`config.mk`:
```
export PLATFORM = sky130hd
export DESIGN_NAME = lsu_mem_master
export DESIGN_NICKNAME = d
export VERILOG_FILES = /design/src/rtl/lsu_pkg.sv /design/src/rtl/lsu_lane_align.sv /design/src/rtl/lsu_mem_master.sv
export SDC_FILE = /design/constraint.sdc
export NUM_CORES = 1
export LEC_CHECK = 0
export CAP_MARGIN = 15
export CORE_MARGIN = 2
export CORE_UTILIZATION = 36
export CTS_CLUSTER_DIAMETER = 120
export DETAILED_ROUTE_END_ITERATION = 12
export GPL_TIMING_DRIVEN = 0
export PLACE_DENSITY_LB_ADDON = 0.2
export SETUP_SLACK_MARGIN = 0.1
export SYNTH_ARGS = -nofsm -noshare
export SYNTH_HDL_FRONTEND = slang
export SYNTH_SLANG_ARGS = --single-unit
export TNS_END_PERCENT = 1
```
`constraint.sdc`:
```
create_clock -name clk -period 5.8 [get_ports clk]
set_clock_uncertainty 0.1 [all_clocks]
set_input_delay 1.45 -clock clk [delete_from_list [all_inputs] [get_ports clk]]
set_output_delay 1.45 -clock clk [all_outputs]
set_load 0.01 [all_outputs]
```
`src/rtl/lsu_pkg.sv`:
```
// lsu_pkg: op encodings, FSM state enum and request-classification helpers
// shared by the load/store unit.
package lsu_pkg;

    localparam logic [2:0] OP_LW  = 3'd0;
    localparam logic [2:0] OP_LH  = 3'd1;
    localparam logic [2:0] OP_LHU = 3'd2;
    localparam logic [2:0] OP_LB  = 3'd3;
    localparam logic [2:0] OP_LBU = 3'd4;
    localparam logic [2:0] OP_SW  = 3'd5;
    localparam logic [2:0] OP_SH  = 3'd6;
    localparam logic [2:0] OP_SB  = 3'd7;

    typedef enum logic [2:0] {S_IDLE, S_RD, S_RMW_RD, S_WR, S_RESP} state_t;

    function automatic logic is_load(input logic [2:0] op);
        return op <= OP_LBU;
    endfunction

    function automatic logic is_subword_store(input logic [2:0] op);
        return (op == OP_SH) || (op == OP_SB);
    endfunction

    function automatic logic is_misaligned(input logic [2:0] op, input logic [1:0] off);
        return ((op == OP_LW || op == OP_SW) && off != 2'b00) ||
               ((op == OP_LH || op == OP_LHU || op == OP_SH) && off[0]);
    endfunction

endpackage

```
`src/rtl/lsu_lane_align.sv`:
```
// lsu_lane_align: big-endian lane extract/extend for loads and lane merge for
// sub-word stores, keyed by op and byte offset.
module lsu_lane_align
    import lsu_pkg::*;
(
    input  logic [2:0]  i_op,
    input  logic [1:0]  i_off,
    input  logic [31:0] i_rword,
    input  logic [31:0] i_wdata,
    output logic [31:0] o_load,
    output logic [31:0] o_merged
);

    // Byte k sits at bit 8*(3-k); for a 2-bit k, 3-k is simply ~k.
    logic [4:0]  w_bsh;
    logic [7:0]  w_byte;
    logic [15:0] w_half;
    logic [31:0] w_bmask;

    assign w_bsh   = {~i_off, 3'b000};
    assign w_byte  = 8'(i_rword >> w_bsh);
    assign w_half  = i_off[1] ? i_rword[15:0] : i_rword[31:16];
    assign w_bmask = 32'h0000_00FF << w_bsh;

    always_comb begin
        o_load   = (i_op == OP_LB)  ? {{24{w_byte[7]}}, w_byte} :
                   (i_op == OP_LBU) ? {24'b0, w_byte} :
                   (i_op == OP_LH)  ? {{16{w_half[15]}}, w_half} :
                   (i_op == OP_LHU) ? {16'b0, w_half} : i_rword;
        o_merged = (i_op == OP_SB) ? ((i_rword & ~w_bmask) | ({24'b0, i_wdata[7:0]} << w_bsh)) :
                   (i_op == OP_SH) ? (i_off[1] ? {i_rword[31:16], i_wdata[15:0]}
                                               : {i_wdata[15:0], i_rword[15:0]}) : i_wdata;
    end

endmodule

```
`src/rtl/lsu_mem_master.sv`:
```
// lsu_mem_master: single-outstanding load/store initiator with read-modify-write
// for SH/SB. Optional misalignment trap under LSU_ALIGN_CHECK_EN.
module lsu_mem_master
    import lsu_pkg::*;
#(
    parameter int ADDR_W = 32,
    parameter int DATA_W = 32
) (
    input  logic              clk,
    input  logic              rst,
    input  logic              req_valid,
    output logic              req_ready,
    input  logic [2:0]        req_op,
    input  logic [ADDR_W-1:0] req_addr,
    input  logic [DATA_W-1:0] req_wdata,
    output logic              resp_valid,
    output logic [DATA_W-1:0] resp_rdata,
    output logic              resp_err,
    output logic              mem_read,
    output logic              mem_write,
    output logic [ADDR_W-1:0] mem_addr,
    output logic [DATA_W-1:0] mem_wdata,
    input  logic [DATA_W-1:0] mem_rdata
);

    state_t            r_state, w_next;
    logic [2:0]        r_op;
    logic [ADDR_W-1:0] r_addr;
    logic [DATA_W-1:0] r_wdata;
    logic [DATA_W-1:0] r_rdata;
    logic              w_accept;
    logic              w_misal;
    logic [31:0]       w_load;
    logic [31:0]       w_merged;

    assign w_accept = (r_state == S_IDLE) && req_valid;

`ifdef LSU_ALIGN_CHECK_EN
    logic r_err;
    assign w_misal  = is_misaligned(req_op, req_addr[1:0]);
    assign resp_err = (r_state == S_RESP) && r_err;
    always_ff @(posedge clk) begin
        if (rst)
            r_err <= 1'b0;
        else if (w_accept)
            r_err <= w_misal;
    end
`else
    assign w_misal  = 1'b0;
    assign resp_err = 1'b0;
`endif

    lsu_lane_align u_align (
        .i_op    (r_op),
        .i_off   (r_addr[1:0]),
        .i_rword (mem_rdata),
        .i_wdata (r_wdata),
        .o_load  (w_load),
        .o_merged(w_merged)
    );

    always_ff @(posedge clk) begin
        if (rst)
            r_state <= S_IDLE;
        else
            r_state <= w_next;
    end

    always_comb begin
        w_next = r_state;
        case (r_state)
            S_IDLE:   if (req_valid)
                          w_next = w_misal                  ? S_RESP   :
                                   is_load(req_op)          ? S_RD     :
                                   is_subword_store(req_op) ? S_RMW_RD : S_WR;
            S_RD:     w_next = S_RESP;
            S_RMW_RD: w_next = S_WR;
            S_WR:     w_next = S_RESP;
            default:  w_next = S_IDLE;
        endcase
    end

    // r_wdata holds the raw store data until RMW_RD replaces it with the merged word.
    always_ff @(posedge clk) begin
        if (rst) begin
            r_op    <= OP_LW;
            r_addr  <= '0;
            r_wdata <= '0;
            r_rdata <= '0;
        end else if (w_accept) begin
            r_op    <= req_op;
            r_addr  <= req_addr;
            r_wdata <= req_wdata;
            r_rdata <= '0;
        end else if (r_state == S_RD) begin
            r_rdata <= w_load;
        end else if (r_state == S_RMW_RD) begin
            r_wdata <= w_merged;
        end
    end

    assign req_ready  = (r_state == S_IDLE);
    assign resp_valid = (r_state == S_RESP);
    assign resp_rdata = r_rdata;
    assign mem_read   = (r_state == S_RD) || (r_state == S_RMW_RD);
    assign mem_write  = (r_state == S_WR);
    assign mem_addr   = {r_addr[ADDR_W-1:2], 2'b00};
    assign mem_wdata  = r_wdata;

endmodule

```
# Word-level counts from Yosys, hierarchy flattened
# Cells that the tools add are included.
op_classes:
  addsub: 0
  multipliers: 0
  n_div: 0
  n_lt_le_gt_ge: 1
  n_eq_ne: 15
  n_shift: 3
  muxes: 15
  bitwise: 4
  reduce_logical: 10
ops:
  columns: ["cell", "count"]
  rows:
  - ["two-way mux 32 bit", 10]
  - ["AND 32 bit", 1]
  - ["NOT 32 bit", 1]
  - ["bitwise OR 32 bit", 1]
  - ["left shift 8 x 5 -> 32 bit", 1]
  - ["left shift 8 x 5 -> 32 bit, first input constant", 1]
  - [">> shifter 32 x 5 -> 8 bit", 1]
  - ["equality test 3 bit, second input constant", 6]
  - ["two-way mux 16 bit", 1]
  - ["equality test 3 x 2 -> 1 bit, second input constant", 4]
  - ["one-hot mux 3 bit (3 select lines)", 1]
  - ["equality test 3 x 1 -> 1 bit, second input constant", 2]
  - ["!= test 2 bit, second input constant", 2]
  - ["AND reduction 4 bit", 1]
  - ["OR reduction 2 bit", 2]
  - ["<= comparator 3 bit, second input constant", 1]
  - ["zero test 3 bit", 1]
  - ["two-way mux 3 bit", 1]
  - ["!= test 3 x 1 -> 1 bit, second input constant", 1]
  - ["AND reduction 3 bit", 1]
  - ["nonzero test 3 bit", 1]
  - ["logical OR 1 bit", 2]
  - ["two-way mux 2 bit", 1]
  - ["NOT 2 bit", 1]
  - ["other kinds (3)", 3]
word_totals:
  regBits: 102
  latchBits: 0
  mem_bits_rw: 0
  mem_bits_ro: 0
  wordCells: 54
  n_memories: 0

# Longest topological paths before layout
logic_depth:
  ltp_word: 9
  ltp_mapped: 7
  depth_no_buf: 4

# By module
# From an unflattened synthesis, not the netlist that was laid out.
unflattened:
  hier_cells: 746
  hier_area_um2: 5818.1
by_module_without_submodules:
  columns: ["mod", "instances", "cells_per_inst", "area_per_inst_um2", "seq_area_each_um2"]
  rows:
  - ["lsu_mem_master", 1, 526, 4165.2, 2042.0]
  - ["lsu_lane_align", 1, 220, 1652.8, 0.0]

# Worst setup path after synthesis
# Ideal clock, no wire load.
synth_path:
  path_kind: "input -> register"
  startpoint: "input req_valid"
  endpoint: "register r_wdata[10], in the netlist mem_wdata[10]"
  setup_time_ns: 0.092
  arrival_time_ns: 2.772
  required_time_ns: 5.608
  slack_ns: 2.836
  stages: 6
  path_buffers: 2
  path_cell_list: "or2b_1 > a211o_1 > buf_2 > or3_1 > buf_2 > o32ai_1"
synth_via:
  elab_chain_cells: 3
  elab_cells_between_ends: 7
  cone_classes: "eq/ne (2); mux (1); reduce/logical (4)"
synth_lines:
  columns: ["element", "line", "source"]
  rows:
  - ["start, declared", "lsu_mem_master.sv:11", "input logic req_valid,"]
  - ["logical AND 1 bit (*)", "lsu_mem_master.sv:36", "assign w_accept = (r_state == S_IDLE) && req_valid;"]
  - ["!= test 3 x 1 -> 1 bit (no source line) (tied with other cells)", null, null]
  - ["AND reduction 4 bit (no source line)", null, null]
  - ["end signal, assigned", "lsu_mem_master.sv:93", "r_wdata <= req_wdata;"]
  - ["end signal, assigned", "lsu_mem_master.sv:98", "r_wdata <= w_merged;"]
  - ["end, declared", "lsu_mem_master.sv:29", "logic [DATA_W-1:0] r_wdata;"]
# Every way passes the cells marked *; elsewhere a longest branch is shown, timed or not.
# A chain may end at the register's enable or synchronous reset.

# Worst setup path in the final report
layout_path:
  startpoint: "input req_valid"
  endpoint: "register r_op[0]"
layout_via:
  elab_chain_cells: 1
layout_lines:
  columns: ["element", "line", "source"]
  rows:
  - ["logical AND 1 bit", "lsu_mem_master.sv:36", null]
  - ["end signal, assigned", "lsu_mem_master.sv:91", "r_op <= req_op;"]
  - ["end, declared", "lsu_mem_master.sv:27", "logic [2:0] r_op;"]
# Every way passes these cells.

==> reports/results.ini <==
[route]
dr.first_iter.drc_count = 537
finalWirelength_mm = 20.6
via_per_inst = 5.52
drc = 0
vias = 6008
firstDrtPassIters = 7
detail-route-antenna-nets = 0
wire_per_inst_um = 18.9

[sta]
fin_crit_ns = 3.56
final_hold_viol_count = 0
relSlewSlack_pct = 21.4
max_freq_mhz = 281
worstMarginPinSlew_ns = 1.17
setup_viol = 0
period_share_pct = 61.4
drv_slew = 0
rsz0062_at_grt = no
setup_tns_ns = 0

[clock_tree]
cts_setup_buffers = 0
cts_num_sinks = 102
h-tree-depth = 3
root_buffer = clkbuf_16
hold_buffers = 0
cts_tree = built
postCtsResizedCells = 0
clk_latency_ns = 0.36
clk_pin_slew_worst_paths_ns = 0.07
numCtsBuffers = 9
clockBufferDepth = 2

[placed_design]
place_hpwl_mm = 15.7
port_buffers = 198
routabilityCongestion = 0.970

[die]
die_h_um = 129
pin_count = 203
coreArea_um2 = 15200
die_width_um = 129
start_util_pct = 36.9
die_area_um2 = 16600
row_count = 45

[global_route]
globalRouteTotalUtil_pct = 24.5
overflow = 0
grt_max_degree = 17
antenna_found_initial = 0
grt_pass1_vias = 5614
grt_pass1_wl_mm = 31.3

[critical_path]
cp_max_fo = 10
end_kind = register
worstPathArrival_ns = 3.75
critPathLaunchType = input pin
worst-setup-path-type = in2reg
required_ns = 5.99

[synthesis]
synthFlopType = dfxtp_1
avgSynthCellArea_um2 = 8.20
synth_seq_cells = 102
netlist_area_um2 = 5610
netlist.area_leader.share_pct = 36.4
yosysWarnings = 0
synth_edf_count = 0
synth_top_area_cell = dfxtp_1
synth_seq_area_share_pct = 36.4
postSynth.asyncResetShare_pct = 0
yosysUniqueCellTypes = 52
synth_cells = 684
synth_top_cells_by_area = dfxtp_1 (36%), a21oi_1 (6.6%), nand2_1 (6.5%), o221a_2 (4.8%), a211oi_1 (4.5%)
synth_common_cells = dfxtp_1 (102), nand2_1 (97), a21oi_1 (74)
synth.most_common_cell = dfxtp_1

[status]
outcome = finished clean

[pwr]
p_leak_uw = 0.00292
switching_power_uw = 622
powerDensity_nw_per_um2 = 249
swShare_pct = 30.7
comb_power_share_pct = 29.3
p_total_uw = 2020
cell_internal_pwr_uw = 1400
pwr-share-clk_pct = 31.5
max-vdd-ir-drop_v = 0.000200
p_seq_share_pct = 39.1

[layout]
finalNetCount = 997
area_growth_pct = 45.2
drive_above_1_share_pct = 12.3
antenna_cells = 0

[hold_path]
hold_path_class = reg2reg

[flow_run]
cap_violations = 0

[through the flow]
step | area (um^2) | instances | hold WS (ns) | worst slack [ns] | util, %
3_5_place_dp | 7840 | 1072 | 0.347 | 1.89 | 51.5
4_1_cts | 8150 | 1088 | 0.357 | 2.26 | 53.6
3_3_place_gp | 7840 | 1072 | 0.343 | 1.84 | 51.5
2_1_floorplan | 5620 | 686 | 0.337 | 2.84 | -
5_1_grt | 8150 | 1088 | 0.373 | 2.12 | 53.6
6_report | 8150 | 1088 | 0.355 | 2.24 | 53.6
[registers in the layout, indices dropped and copies added, names as in the netlist]
signal and count:
mem_wdata 32, r_addr 32, r_op 3, r_state 3
resp_rdata 32
[layer usage]
| layer | wire [um] | global-route usage [%] | vias to the layer above |
|---|---|---|---|
| met2 | 8930 | 37.6 | 303 |
| met1 | 8980 | 32.1 | 2742 |
| met4 | 603 | 9.40 | 0 |
| met5 | 0 | 0 | - |
| met3 | 2080 | 7.94 | 48 |
| li1 | - | - | 2915 |
[power by group through the flow]
| stage | logic (uW) | registers [uW] | clock network [uW] |
|---|---|---|---|
| detailed placement | 588 | 807 | 0 |
| CTS | 591 | 791 | 650 |
| global placement | 587 | 806 | 0 |
| finish | 594 | 792 | 638 |
| global route | 643 | 797 | 677 |
| floorplan | 300 | 813 | 0 |
[cell type report]
class | instances | area, um^2
Tap cell | 188 | 235
Timing Repair Buffer | 198 | 1980
Buffer | 106 | 556
Inverter | 3 | 11.3
Sequential cell | 102 | 2040
Clock inverter | 4 | 52.6
Fill cell | 1480 | 7060
Multi-Input combinational cell | 475 | 3010
Clock buffer | 12 | 256
[cells by family after synthesis]
group,count (synthesis),share of synthesized area [%]
AOI/OAI and AO/OA,255,31.7
DFF,102,36.4
and+or+nand+nor,204,17.7
other,1,0.0668
muxes,9,3.41
adders and majority gates,1,0.178
buffers and inverters,109,10.1
xor gates and xnor gates,3,0.468
[cells in the final DEF (no fill, tap or decap), drive strengths merged, types with 3 or more instances in the layout]
master and count:
nand3b 9, nand2b 10, nor2 38, buf 56, o211ai 8, inv 4
o221ai 7, a211oi 34, o21ai 39, conb 3, nor4 3, o32ai 8
dfxtp 102, clkdlybuf4s50 198, nand2 97, clkbuf 62, a21oi 74, a21boi 8
or2 4, o41ai 9, a22oi 7, o221a 24, nor3b 12, a311oi 8
nand3 15, a31oi 8, a211o 16, mux4 8, nor3 4
[path summary, 6_finish.rpt]
path | start | endpoint | slack (ns) | depth (start not counted)
hold reg to reg | r_addr[31]$_SDFFE_PP0P_ | r_addr[31]$_SDFFE_PP0P_ | 0.35 | 2
hold / removal | r_addr[31]$_SDFFE_PP0P_ | r_addr[31]$_SDFFE_PP0P_ | 0.35 | 2
setup / recovery | req_valid | r_op[0]$_SDFFE_PP0P_ | 2.24 | 6
setup reg to reg | r_state[1]$_SDFFE_PP0P_ | r_op[0]$_SDFFE_PP0P_ | 3.34 | 6
[critical path: stages]
cell             delay, ns
clkdlybuf4s50_1       0.54
nor4b_4               0.43
clkbuf_1              0.59
clkbuf_1              0.48
nand2_1               0.12
a21oi_1               0.13
Power figures use the tool's default switching activity.
